## config.mk

```make
export PLATFORM = sky130hd
export DESIGN_NAME = bzmusic_note_player_flat
export DESIGN_NICKNAME = d
export VERILOG_FILES = /design/src/rtl/bzmusic_note_player_if.sv /design/src/rtl/bzmusic_note_player.sv /design/src/flat_wrapper.sv
export SDC_FILE = /design/constraint.sdc
export NUM_CORES = 1
export LEC_CHECK = 0
export BUFFER_PORTS_ARGS = -buffer_cell sky130_fd_sc_hd__buf_2
export CAP_MARGIN = 10
export CORE_MARGIN = 4
export CORE_UTILIZATION = 35
export CTS_BUF_LIST = sky130_fd_sc_hd__clkbuf_2
export DETAILED_ROUTE_END_ITERATION = 10
export HOLD_SLACK_MARGIN = 0.05
export SETUP_SLACK_MARGIN = 0.3
export SYNTH_ARGS = -nofsm -noshare
export SYNTH_HDL_FRONTEND = slang
export SYNTH_SLANG_ARGS = --single-unit
```

## constraint.sdc

```tcl
create_clock -name clk -period 9.2 [get_ports clk]
set_clock_uncertainty 0.1 [all_clocks]
set_input_delay 0.46 -clock clk [delete_from_list [all_inputs] [get_ports clk]]
set_output_delay 0.46 -clock clk [all_outputs]
set_load 0.01 [all_outputs]
```

## src/rtl/bzmusic_note_player_if.sv

```systemverilog
// rtl/bzmusic_note_player_if.sv - controller strobes, finish flags and song ROM bus
interface bzmusic_note_player_if #(
  parameter int ADDR_W = 8
);
  logic [1:0]        sel;
  logic              addr_en;
  logic              addr_rstn;
  logic              tune_pwm_en;
  logic              tune_pwm_rstn;
  logic              beat_cnt_en;
  logic              beat_cnt_rstn;
  logic [ADDR_W-1:0] rom_addr;
  logic [7:0]        rom_data;
  logic              addr_finish;
  logic              beat_finish;

  // Controller and song ROM side
  modport master (
    output sel, addr_en, addr_rstn, tune_pwm_en, tune_pwm_rstn,
    output beat_cnt_en, beat_cnt_rstn, rom_data,
    input  rom_addr, addr_finish, beat_finish
  );

  // Note player side
  modport slave (
    input  sel, addr_en, addr_rstn, tune_pwm_en, tune_pwm_rstn,
    input  beat_cnt_en, beat_cnt_rstn, rom_data,
    output rom_addr, addr_finish, beat_finish
  );
endinterface

```

## src/rtl/bzmusic_note_player.sv

```systemverilog
// rtl/bzmusic_note_player.sv - buzzer note player datapath; BZMUSIC_STACCATO_EN adds an articulation gap
module bzmusic_note_player #(
  parameter int ADDR_W     = 8,
  parameter int CLK_HZ     = 50_000_000,
  parameter int BEAT_TICKS = 12_500_000,
  parameter int GAP_TICKS  = 1_250_000
) (
  input  logic                        clk,
  input  logic                        rstn,
  bzmusic_note_player_if.slave        bus,
  output logic                        buzzer
);

`ifdef BZMUSIC_STACCATO_EN
  localparam bit STACCATO = 1'b1;
`else
  localparam bit STACCATO = 1'b0;
`endif

  // C4 has the longest half-period, so it sizes the tone counter
  localparam int C4_HALF = CLK_HZ / (2 * 262);
  localparam int TONE_W  = ($clog2(C4_HALF + 1) > 17) ? $clog2(C4_HALF + 1) : 17;
  localparam int TICK_W  = (BEAT_TICKS > 1) ? $clog2(BEAT_TICKS) : 1;

  function automatic logic [TONE_W-1:0] hp(input int freq);
    return TONE_W'(CLK_HZ / (2 * freq));
  endfunction

  logic [ADDR_W-1:0] addr_q, addr_d;
  logic [4:0]        note_q, note_d;
  logic [2:0]        beat_q, beat_d;
  logic [TONE_W-1:0] tone_q, tone_d;
  logic              buzzer_q, buzzer_d;
  logic [TICK_W-1:0] tick_q, tick_d;
  logic [2:0]        beat_idx_q, beat_idx_d;
  logic [TONE_W-1:0] half;
  logic              tick_wrap, last_beat, gap, beat_fin;

  assign tick_wrap = (tick_q == TICK_W'(BEAT_TICKS - 1));
  assign last_beat = (beat_idx_q == (beat_q - 3'd1));
  assign beat_fin  = bus.beat_cnt_en & tick_wrap & last_beat;
  assign gap       = STACCATO && last_beat && (tick_q >= TICK_W'(BEAT_TICKS - GAP_TICKS));

  assign bus.rom_addr    = addr_q;
  assign bus.addr_finish = bus.addr_en & (bus.rom_data[2:0] == 3'd0);
  assign bus.beat_finish = beat_fin;
  assign buzzer          = buzzer_q;

  // Note code to half-period lookup; zero marks a rest
  always_comb begin
    half = '0;
    case (note_q)
      5'd1:    half = hp(262);
      5'd2:    half = hp(294);
      5'd3:    half = hp(330);
      5'd4:    half = hp(349);
      5'd5:    half = hp(392);
      5'd6:    half = hp(440);
      5'd7:    half = hp(494);
      5'd8:    half = hp(523);
      5'd9:    half = hp(587);
      5'd10:   half = hp(659);
      5'd11:   half = hp(698);
      5'd12:   half = hp(784);
      5'd13:   half = hp(880);
      5'd14:   half = hp(988);
      5'd15:   half = hp(1046);
      5'd16:   half = hp(1175);
      5'd17:   half = hp(1318);
      5'd18:   half = hp(1397);
      5'd19:   half = hp(1568);
      5'd20:   half = hp(1760);
      5'd21:   half = hp(1976);
      default: half = '0;
    endcase
  end

  // Song address counter and current-note latch; the end marker holds everything
  always_comb begin
    addr_d = addr_q;
    note_d = note_q;
    beat_d = beat_q;
    if (!bus.addr_rstn) begin
      addr_d = {bus.sel, {(ADDR_W-2){1'b0}}};
    end else if (bus.addr_en && (bus.rom_data[2:0] != 3'd0)) begin
      note_d = bus.rom_data[7:3];
      beat_d = bus.rom_data[2:0];
      addr_d = addr_q + ADDR_W'(1);
    end
  end

  // Tone half-period generator; rests and the staccato gap keep the pin low
  always_comb begin
    tone_d   = tone_q;
    buzzer_d = buzzer_q;
    if (!bus.tune_pwm_rstn) begin
      tone_d   = '0;
      buzzer_d = 1'b0;
    end else if (bus.tune_pwm_en) begin
      if ((half == '0) || gap) begin
        tone_d   = '0;
        buzzer_d = 1'b0;
      end else if (tone_q >= (half - TONE_W'(1))) begin
        tone_d   = '0;
        buzzer_d = ~buzzer_q;
      end else begin
        tone_d = tone_q + TONE_W'(1);
      end
    end
  end

  // Beat-duration counter; both counters restart when the note completes
  always_comb begin
    tick_d     = tick_q;
    beat_idx_d = beat_idx_q;
    if (!bus.beat_cnt_rstn) begin
      tick_d     = '0;
      beat_idx_d = '0;
    end else if (bus.beat_cnt_en) begin
      if (tick_wrap) begin
        tick_d     = '0;
        beat_idx_d = last_beat ? 3'd0 : (beat_idx_q + 3'd1);
      end else begin
        tick_d = tick_q + TICK_W'(1);
      end
    end
  end

  // State registers with synchronous active-low reset
  always_ff @(posedge clk) begin
    if (!rstn) begin
      addr_q     <= '0;
      note_q     <= '0;
      beat_q     <= '0;
      tone_q     <= '0;
      buzzer_q   <= 1'b0;
      tick_q     <= '0;
      beat_idx_q <= '0;
    end else begin
      addr_q     <= addr_d;
      note_q     <= note_d;
      beat_q     <= beat_d;
      tone_q     <= tone_d;
      buzzer_q   <= buzzer_d;
      tick_q     <= tick_d;
      beat_idx_q <= beat_idx_d;
    end
  end

endmodule

```

## src/flat_wrapper.sv

```systemverilog
// flat-port wrapper written by rule: the top's interface ports become plain ports
module bzmusic_note_player_flat 
#(
  parameter int ADDR_W     = 8,
  parameter int CLK_HZ     = 50_000_000,
  parameter int BEAT_TICKS = 12_500_000,
  parameter int GAP_TICKS  = 1_250_000
)
  (clk, rstn, buzzer, bus_sel, bus_addr_en, bus_addr_rstn, bus_tune_pwm_en, bus_tune_pwm_rstn, bus_beat_cnt_en, bus_beat_cnt_rstn, bus_rom_data, bus_rom_addr, bus_addr_finish, bus_beat_finish);
  bzmusic_note_player_if #(.ADDR_W(ADDR_W)) bus_i ();
  input  logic clk;
  input  logic rstn;
  output logic buzzer;
  input wire logic [$bits(bus_i.sel)-1:0] bus_sel;
  input wire logic [$bits(bus_i.addr_en)-1:0] bus_addr_en;
  input wire logic [$bits(bus_i.addr_rstn)-1:0] bus_addr_rstn;
  input wire logic [$bits(bus_i.tune_pwm_en)-1:0] bus_tune_pwm_en;
  input wire logic [$bits(bus_i.tune_pwm_rstn)-1:0] bus_tune_pwm_rstn;
  input wire logic [$bits(bus_i.beat_cnt_en)-1:0] bus_beat_cnt_en;
  input wire logic [$bits(bus_i.beat_cnt_rstn)-1:0] bus_beat_cnt_rstn;
  input wire logic [$bits(bus_i.rom_data)-1:0] bus_rom_data;
  output wire logic [$bits(bus_i.rom_addr)-1:0] bus_rom_addr;
  output wire logic [$bits(bus_i.addr_finish)-1:0] bus_addr_finish;
  output wire logic [$bits(bus_i.beat_finish)-1:0] bus_beat_finish;
  assign bus_i.sel = bus_sel;
  assign bus_i.addr_en = bus_addr_en;
  assign bus_i.addr_rstn = bus_addr_rstn;
  assign bus_i.tune_pwm_en = bus_tune_pwm_en;
  assign bus_i.tune_pwm_rstn = bus_tune_pwm_rstn;
  assign bus_i.beat_cnt_en = bus_beat_cnt_en;
  assign bus_i.beat_cnt_rstn = bus_beat_cnt_rstn;
  assign bus_i.rom_data = bus_rom_data;
  assign bus_rom_addr = bus_i.rom_addr;
  assign bus_addr_finish = bus_i.addr_finish;
  assign bus_beat_finish = bus_i.beat_finish;
  bzmusic_note_player #(.ADDR_W(ADDR_W), .CLK_HZ(CLK_HZ), .BEAT_TICKS(BEAT_TICKS), .GAP_TICKS(GAP_TICKS)) u_core (.clk(clk), .rstn(rstn), .bus(bus_i), .buzzer(buzzer));
endmodule
```

==> metrics, run 1 <==
core outline area=12770 sq um; number of nets in the final layout=between 600 and 700; area of the die=roughly 15000 sq um; Post-synth EDFFs=0; total via count in the routed design=3999; largest voltage drop on the vdd net=between 50 and 60 uV; Hold Fails Final Rpt=0; overall power of the completed layout=approximately 0.65 mW; count of unique library cells instantiated by Yosys=62; hold depth=3; IO Port Bufs=28; Via-to-Cell Ratio=roughly 5.2; Clk pin slew, worst setup/hold paths=0.21 ns; average routed wire per standard cell=around 14 um; register bit count reported by yosys=78; signal arrival time at the worst endpoint=~4.4 ns; number of standard-cell rows in the floorplan=roughly 40; share of flip-flops with an asynchronous set or reset after synthesis=0%; reported max-cap violation count=0; post-layout utilization of the core=~39%; worst skew pair latency=0.52 ns; H-tree depth reported by CTS=3; share of the yosys chip area belonging to registers=33.81%; routability-driven placement congestion ratio=around 0.87; estimated wirelength of the detail-placed design=around 8.0 mm; category of the most critical setup path=reg2reg; sum of negative setup slack=0 ns; Initial Util=about 36%; synthesized cell area=~4600 sq um; setup repair after global routing missed its margin=false; relative area change from synthesis to final layout=7.694%; wire length of the first global-routing pass=about 18 mm; number of failing setup endpoints in the final timing report=0; Detailed Route Iter0 Violations=419; Num CTS Buffers=9; vertical die dimension=around 120 um; top flip-flop cell by instance count after synthesis=dfxtp_1; Die X=about 120 um; relative slew slack=roughly two fifths; proportion of layout cells with a drive suffix above 1=approximately 8.6%; worst hold slack after final layout=~0.11 ns; CTS root buffer=clkbuf_2; total congestion overflow=0; count of final max-slew check failures=0; CP startpoint kind=flop; min cycle time layout=~4 ns; CTS tree=done; Final ANT Viol Nets=0; DRC violation count after routing=0; YS warnings=0; P per Cell Area=around 130 nW/um^2; area of placed instances=about 4900 sq um; fill cell count=about 1300; number of antenna violations at the first check in global routing=1; transition time of the tightest slew-check pin=roughly 0.91 ns; critical path capture point type=flop; number of standard cells after synthesis=567; Top Ports=29; Longest Clk Path Bufs=2; pin count of the biggest net entering global routing=35; iteration count of the initial detailed-routing pass=5; timing-limited maximum frequency=around 0.25 GHz; HP Class=in2reg; required arrival time at the worst endpoint=approximately 9.6 ns; number of cells on the worst reg-to-reg path=12; Layout Cell Area excl Fill=around 5000 sq um; number of clock sinks seen by CTS=slightly below 80; per-instance average area after synthesis=about 8.1 sq um; biggest fanout along the worst timing path=11; outcome=complete, no violations; Total Routing Usage GR=between 10% and 20%; Tcrit/Tclk final=between 40 and 50%; Pleak=~1.9 nW; number of nets in the synthesized netlist=roughly 620; Total Wirelength=~11 mm; via count of the first global-routing pass=3587
[layer usage]
layer  GRT usage [%]  part of all wire [%]
met3           3.364                   4.0
met1           20.76                    50
met4           4.969                   2.0
met5               0                     0
met2           22.00                    44
[cell usage after synthesis, types with 2 or more instances]
cell       n  area (sq um)
nand3_1   31         155.2
xor2_1    40         350.3
or4b_2     2         20.02
nor2b_1    2         12.51
nor3b_1    3         22.52
a22oi_1    2         15.01
nand4b_1   4         35.03
o221ai_1   2         17.52
nor3_1    14         70.07
ha_1      31         387.9
o22ai_1    3         18.77
mux2i_1    3         30.03
or4_1      3         22.52
nor2_1    78         292.8
and2_1     3         18.77
o211a_1    2         20.02
buf_6      2         22.52
dfxtp_1   78          1562
and3_1     4         25.02
a21o_1     2         15.01
o31ai_1    2         15.01
a21boi_0   4         30.03
nand2_1   68         255.2
o32ai_1    2         17.52
inv_1     13         48.80
nand3b_1   2         15.01
clkbuf_1  15         56.30
xnor2_1   24         210.2
o21ai_0   23         115.1
o211ai_1   8         60.06
nand4_1   17         106.4
or3_1      3         18.77
and4_1     7         61.31
a21oi_1   32         160.2
a31oi_1    9         56.30
nor4_1     3         18.77
[placed cells by master (no fill, tap or decap), drive strengths merged, types with 3 or more instances in the layout]
cell / synthesis / final
nor3: 14 / 14
and3: 4 / 4
mux2i: 3 / 3
ha: 31 / 31
and4: 7 / 7
clkinv: 1 / 7
nor2: 78 / 78
dfxtp: 78 / 78
xor2: 40 / 40
nand2: 68 / 68
nand3: 31 / 31
o211ai: 8 / 8
or4: 4 / 4
and2: 3 / 3
nand4: 17 / 17
buf: 3 / 31
a31oi: 9 / 9
a21oi: 32 / 32
or3: 4 / 4
nand4b: 4 / 4
nor3b: 3 / 3
clkbuf: 16 / 9
o21ai: 23 / 23
xnor2: 24 / 24
nor4: 3 / 3
inv: 14 / 14
o22ai: 3 / 3
a21boi: 4 / 4
[worst paths after layout]
kind / slack, ns / from / endpoint
setup / recovery: 5.18 / u_core.half[4]$_DFF_P_ / u_core.tone_q[14]$_SDFFE_PN0P_
hold / removal: 0.11 / bus_tune_pwm_rstn / u_core.buzzer$_SDFFE_PN0P_
setup reg to reg: 5.18 / u_core.half[4]$_DFF_P_ / u_core.tone_q[14]$_SDFFE_PN0P_
hold reg to reg: 0.39 / u_core.beat_q[1]$_SDFFE_PN0P_ / u_core.beat_q[1]$_SDFFE_PN0P_
[worst max-delay path, stage by stage, from the launching register on]
cell and delay, ns:
dfxtp_1 0.35, or3_1 0.38, or3b_4 0.43, or3_2 0.45, nor3_1 0.19, xnor2_1 0.15, ha_1 0.26, a21oi_1 0.14
o21a_1 0.12, o221ai_1 0.10, and4b_1 0.53, or4b_2 0.62, a31oi_1 0.17
[through the flow]
stage | setup WS, ns | cells
3_3_place_gp | 5.190 | 750
2_1_floorplan | 5.611 | 567
6_report | 5.183 | 769
4_1_cts | 5.175 | 768
3_5_place_dp | 5.190 | 750
5_1_grt | 4.985 | 769
[kinds of logic (layout without fill, tap and decap cells)]
| logic type | count (synthesis) | count (layout) | share of synthesized area, % |
|---|---|---|---|
| other cells | 0 | 1 | 0 |
| compound gates | 102 | 102 | 14.03 |
| mux | 4 | 4 | 0.8941 |
| simple gates | 253 | 253 | 26.71 |
| fa+ha+maj | 31 | 31 | 8.399 |
| xor+xnor | 64 | 64 | 12.14 |
| flops | 78 | 78 | 33.81 |
| buf+inv | 35 | 64 | 4.009 |
[state kept, by name, indices dropped and copies added (netlist names)]
name	count
u_core.note_q	5
u_core.beat_q	3
u_core.half	17
u_core.tone_q	17
u_core.tick_q	24
u_core.bus.rom_addr	8
u_core.buzzer	1
u_core.beat_idx_q	3
[power breakdown]
part / total [mW] / internal [mW] / switching, mW / leakage [nW]
Clock: 0.146 / 0.0306 / 0.115 / 0.0493
Sequential: 0.365 / 0.351 / 0.0135 / 0.634
Combinational: 0.136 / 0.0569 / 0.0795 / 1.19
[final cells by class]
class | count | area, sq um | share of cell area, %
antenna | 1 | 2.502 | 0.05031
multi-input combinational | 454 | 2879 | 57.89
clock inverter | 7 | 31.28 | 0.6289
sequential | 78 | 1562 | 31.40
inverter | 15 | 56.30 | 1.132
clock buffer | 9 | 45.04 | 0.9057
timing repair buffer | 33 | 182.7 | 3.673
tap | 172 | 215.2 | 4.327
[timing repair]
item | 4_1_cts | 5_1_grt
hold buffers | 2 | 0
buffers inserted | 0 | 0
resized for setup | 0 | 0
hold endpoints to repair | 2 | 0
Power figures use the tool's default switching activity.
==> run 2: changes to the inputs <==
ABC_AREA = 1   (was default)
clock period = 3.85 ns   (was 9.2 ns; I/O delays follow)
==> run 2 against run 1 <==
Compared with the run above: first-iteration DRC count is 58% lower; total power rose to 2.6 times the previous value; via count is 15% higher; wire length rose by 1.8%; register-to-register slack worse by 4.6 ns; sequential cell count stayed put; highest routed layer unchanged; clock-buffer cell count grew 1; sequential power increased by 140%; utilization up 1.7 points.
==> metrics, run 2 <==
outcome=complete, no violations (unchanged); Total Wirelength=10.88 mm (was 10.68 mm); endpoint of the most critical setup path=u_core.tone_q[1]$_SDFFE_PN0P_ (was u_core.tone_q[14]$_SDFFE_PN0P_); Pleak=2.656 nW (was 1.876 nW); Clock power frac=26.4% (was 22.5%); global-route layer with the greatest usage=met2 (unchanged); register with the most flip-flops=u_core.tick_q (unchanged); part of the total power dissipated in sequential elements=51.6% (was 56.4%); number of nets in the final layout=858 (was 640); Post-synth EDFFs=0 (unchanged); worst flop-to-flop path startpoint=u_core.half[2]$_DFF_P_ (was u_core.half[4]$_DFF_P_); Final ANT Viol Nets=0 (unchanged); critical path capture point type=flop (unchanged); part of the total power dissipated in combinational logic=22.0% (was 21.1%); CTS root buffer=clkbuf_2 (unchanged); internal power of the cells=1.139 mW (was 0.4389 mW); total inserted antenna cells=0 (was 1); DRC violation count after routing=0 (unchanged); number of nets in the synthesized netlist=805 (was 616); total via count in the routed design=4590 (was 3999); met1 Usage GRT=19.14% (was 20.76%); via count of the first global-routing pass=4281 (was 3587); largest voltage drop on the vdd net=115.5 uV (was 50.56 uV); fraction of met2 tracks used by global routing=22.58% (was 22.00%); count of final max-slew check failures=0 (unchanged); estimated wirelength of the detail-placed design=8.226 mm (was 8.018 mm); P per Cell Area=296.6 nW/um^2 (was 130.1 nW/um^2); Layout Cell Area excl Fill=5685 sq um (was 4974 sq um); relative area change from synthesis to final layout=12.87% (was 7.694%); Num CTS Buffers=9 (unchanged); Net Sw Frac=32.45% (was 32.16%); worst flop-to-flop path endpoint=u_core.tone_q[1]$_SDFFE_PN0P_ (was u_core.tone_q[14]$_SDFFE_PN0P_); share of flip-flops with an asynchronous set or reset after synthesis=0% (unchanged); CP startpoint kind=flop (unchanged); category of the most critical setup path=reg2reg (unchanged); total congestion overflow=0 (unchanged); HP Class=in2reg (unchanged); number of cells on the worst reg-to-reg path=18 (was 12); share of the yosys chip area belonging to registers=31.00% (was 33.81%); area of the die=16380 sq um (was 15100 sq um); worst skew pair latency=0.53 ns (was 0.52 ns); transition time of the tightest slew-check pin=0.5260 ns (was 0.9052 ns); synthesized cell area=5037 sq um (was 4618 sq um); vertical die dimension=128.0 um (was 122.9 um); sum of negative setup slack=0 ns (unchanged); H-tree depth reported by CTS=3 (unchanged); reported max-cap violation count=0 (unchanged); number of standard cells after synthesis=756 (was 567); per-instance average area after synthesis=6.663 sq um (was 8.145 sq um); leading cell types by total area after synthesis=dfxtp_1, nand2_1, ha_1 (was dfxtp_1, ha_1, xor2_1); IO Port Bufs=28 (unchanged); met3 usage=2.875% (was 3.364%); fraction of synthesized cell area taken by the top area cell type=31.00% (was 33.81%); core outline area=13990 sq um (was 12770 sq um); setup repair after global routing missed its margin=false (unchanged); number of failing setup endpoints in the final timing report=0 (unchanged); average routed wire per standard cell=10.94 um (was 13.89 um); Detailed Route Iter0 Violations=175 (was 419); start point of the critical path=u_core.half[2]$_DFF_P_ (was u_core.half[4]$_DFF_P_); register bit count reported by yosys=78 (unchanged); Tcrit/Tclk final=84.30% (was 43.66%); Total Routing Usage GR=14.10% (was 14.70%); relative slew slack=64.56% (was 39.49%); most frequent standard cell in the layout excluding fill and tap cells=nand2_1; Initial Util=36.01% (was 36.15%); timing-limited maximum frequency=0.3081 GHz (was 0.2490 GHz); YS warnings=0 (unchanged); top flip-flop cell by instance count after synthesis=dfxtp_1 (unchanged); fill cell count=1499 (was 1318); dominant cell type by area after synthesis=dfxtp_1 (unchanged); R2R setup slack=0.60 ns (was 5.18 ns); Clk pin slew, worst setup/hold paths=0.24 ns (was 0.21 ns); signal arrival time at the worst endpoint=3.60 ns (was 4.39 ns); number of flip-flops in the largest register=24 (unchanged); number of clock sinks seen by CTS=78 (unchanged); number of antenna violations at the first check in global routing=0 (was 1); area of placed instances=5310 sq um (was 4875 sq um); number of standard-cell rows in the floorplan=43 (was 41); Via-to-Cell Ratio=4.618 (was 5.200); routability-driven placement congestion ratio=0.8773 (was 0.8747); min cycle time layout=3.246 ns (was 4.017 ns); overall power of the completed layout=1.686 mW (was 0.6470 mW); proportion of layout cells with a drive suffix above 1=10.69% (was 8.557%); commonest cells in the synthesized netlist=nand2_1, inv_1, nor2_1 (was dfxtp_1, nor2_1, nand2_1); count of unique library cells instantiated by Yosys=43 (was 62); CTS tree=done (unchanged); wire length of the first global-routing pass=19.27 mm (was 17.81 mm); biggest fanout along the worst timing path=4 (was 11); most used cells in the layout excluding fill and tap cells=nand2_1, inv_1, nor2_1 (was nor2_1, dfxtp_1, nand2_1); Top Ports=29 (unchanged); Net Sw Power=0.5472 mW (was 0.2081 mW); Die X=128.0 um (was 122.9 um); most frequently used cell type in the post-synthesis netlist=nand2_1; Longest Clk Path Bufs=2 (unchanged); Hold Fails Final Rpt=0 (unchanged); required arrival time at the worst endpoint=4.21 ns (was 9.57 ns); pin count of the biggest net entering global routing=21 (was 35); iteration count of the initial detailed-routing pass=4 (was 5)
-- run 2: changes by cell type in the layout (fill, tap and decap cells not counted), sizes merged, moves of 7 or more --
cell	previous run	this run
nor2	78	99
nor3	14	25
dlygate4sd3	2	25
nand3	31	55
nand2	68	223
xor2	40	23
inv	14	102
and4	7	0
o211ai	8	1
xnor2	24	9
-- run 2: power by group through the flow --
stage	Clock (mW)	Combinational [mW]	Sequential [mW]
2_1_floorplan	0	0.283	0.882
4_1_cts	0.468	0.369	0.871
3_5_place_dp	0	0.350	0.887
5_1_grt	0.499	0.435	0.877
3_3_place_gp	0	0.350	0.887
6_report	0.445	0.370	0.871
-- run 2: cell families after synthesis --
kind of cell / Yosys count / synth area share [%]
buffers and inverters: 115 / 9.538
XOR/XNOR: 32 / 5.564
AND/OR/NAND/NOR: 436 / 39.20
flip-flops: 78 / 31.00
AO/OA/AOI/OAI: 64 / 7.005
adder cells (fa/ha/maj): 31 / 7.700
-- run 2: metrics by stage --
step / std cells / setup slack [ns] / hold slack [ns] / utilization [%]
after floorplan: 756 / 1.128 / 0.2334 / -
after global placement: 952 / 0.9674 / 0.3740 / 37.96
after detailed placement: 952 / 0.9020 / 0.3752 / 37.96
after global routing: 994 / 0.2889 / 0.06996 / 40.64
final: 994 / 0.6044 / 0.1138 / 40.64
after CTS: 993 / 0.5440 / 0.06633 / 40.55
-- run 2: how the worst min path moves through the flow --
| stage | end | cells past startpoint | from |
|---|---|---|---|
| floorplan | u_core.bus.rom_addr[2]$_SDFFE_PN0P_ | 2 | bus_addr_rstn |
| detailed placement | u_core.bus.rom_addr[7]$_SDFFE_PN0P_ | 3 | bus_sel[1] |
| CTS | u_core.bus.rom_addr[0]$_SDFFE_PN0P_ | 3 | rstn |
| finish | u_core.bus.rom_addr[0]$_SDFFE_PN0P_ | 3 | rstn |
| global route | u_core.bus.rom_addr[0]$_SDFFE_PN0P_ | 3 | rstn |
| global placement | u_core.bus.rom_addr[7]$_SDFFE_PN0P_ | 3 | bus_sel[1] |
-- run 2: per-layer routing --
metal,share of wire [%],wire length (um)
met5,0,0
met4,1.4,156
met3,2.8,301
met2,44,4833
met1,51,5582
-- run 2: worst max-delay path: stages (launching register included) --
cell	delay, ns
dfxtp_1	0.38
nor2_1	0.10
nand2_1	0.10
nor3b_2	0.26
nand3_1	0.16
nor2_1	0.15
nand3_1	0.10
xor2_1	0.13
inv_1	0.06
ha_1	0.26
nand2_1	0.08
nor2_1	0.07
and2_1	0.14
nand2_1	0.05
nor2_1	0.04
nor2_1	0.18
nand4_1	0.13
a21oi_1	0.15
dlygate4sd3_1	0.56
-- run 2: final cells by class --
| cell class | count | area (sq um) | area share, % |
|---|---|---|---|
| clock inverters | 6 | 62.56 | 1.100 |
| repair buffers | 54 | 397.9 | 6.998 |
| flip-flops and latches | 78 | 1562 | 27.46 |
| inverters | 103 | 387.9 | 6.822 |
| multi-input cells | 563 | 3000 | 52.77 |
| clock buffers | 10 | 50.05 | 0.8803 |
| well taps | 180 | 225.2 | 3.961 |
-- run 2: what timing repair did --
action,in CTS,in global routing
endpoints found under the hold margin,34,0
endpoints found under the setup margin,0,1
hold buffers,25,0
setup buffers,0,1
gates resized for setup,0,1
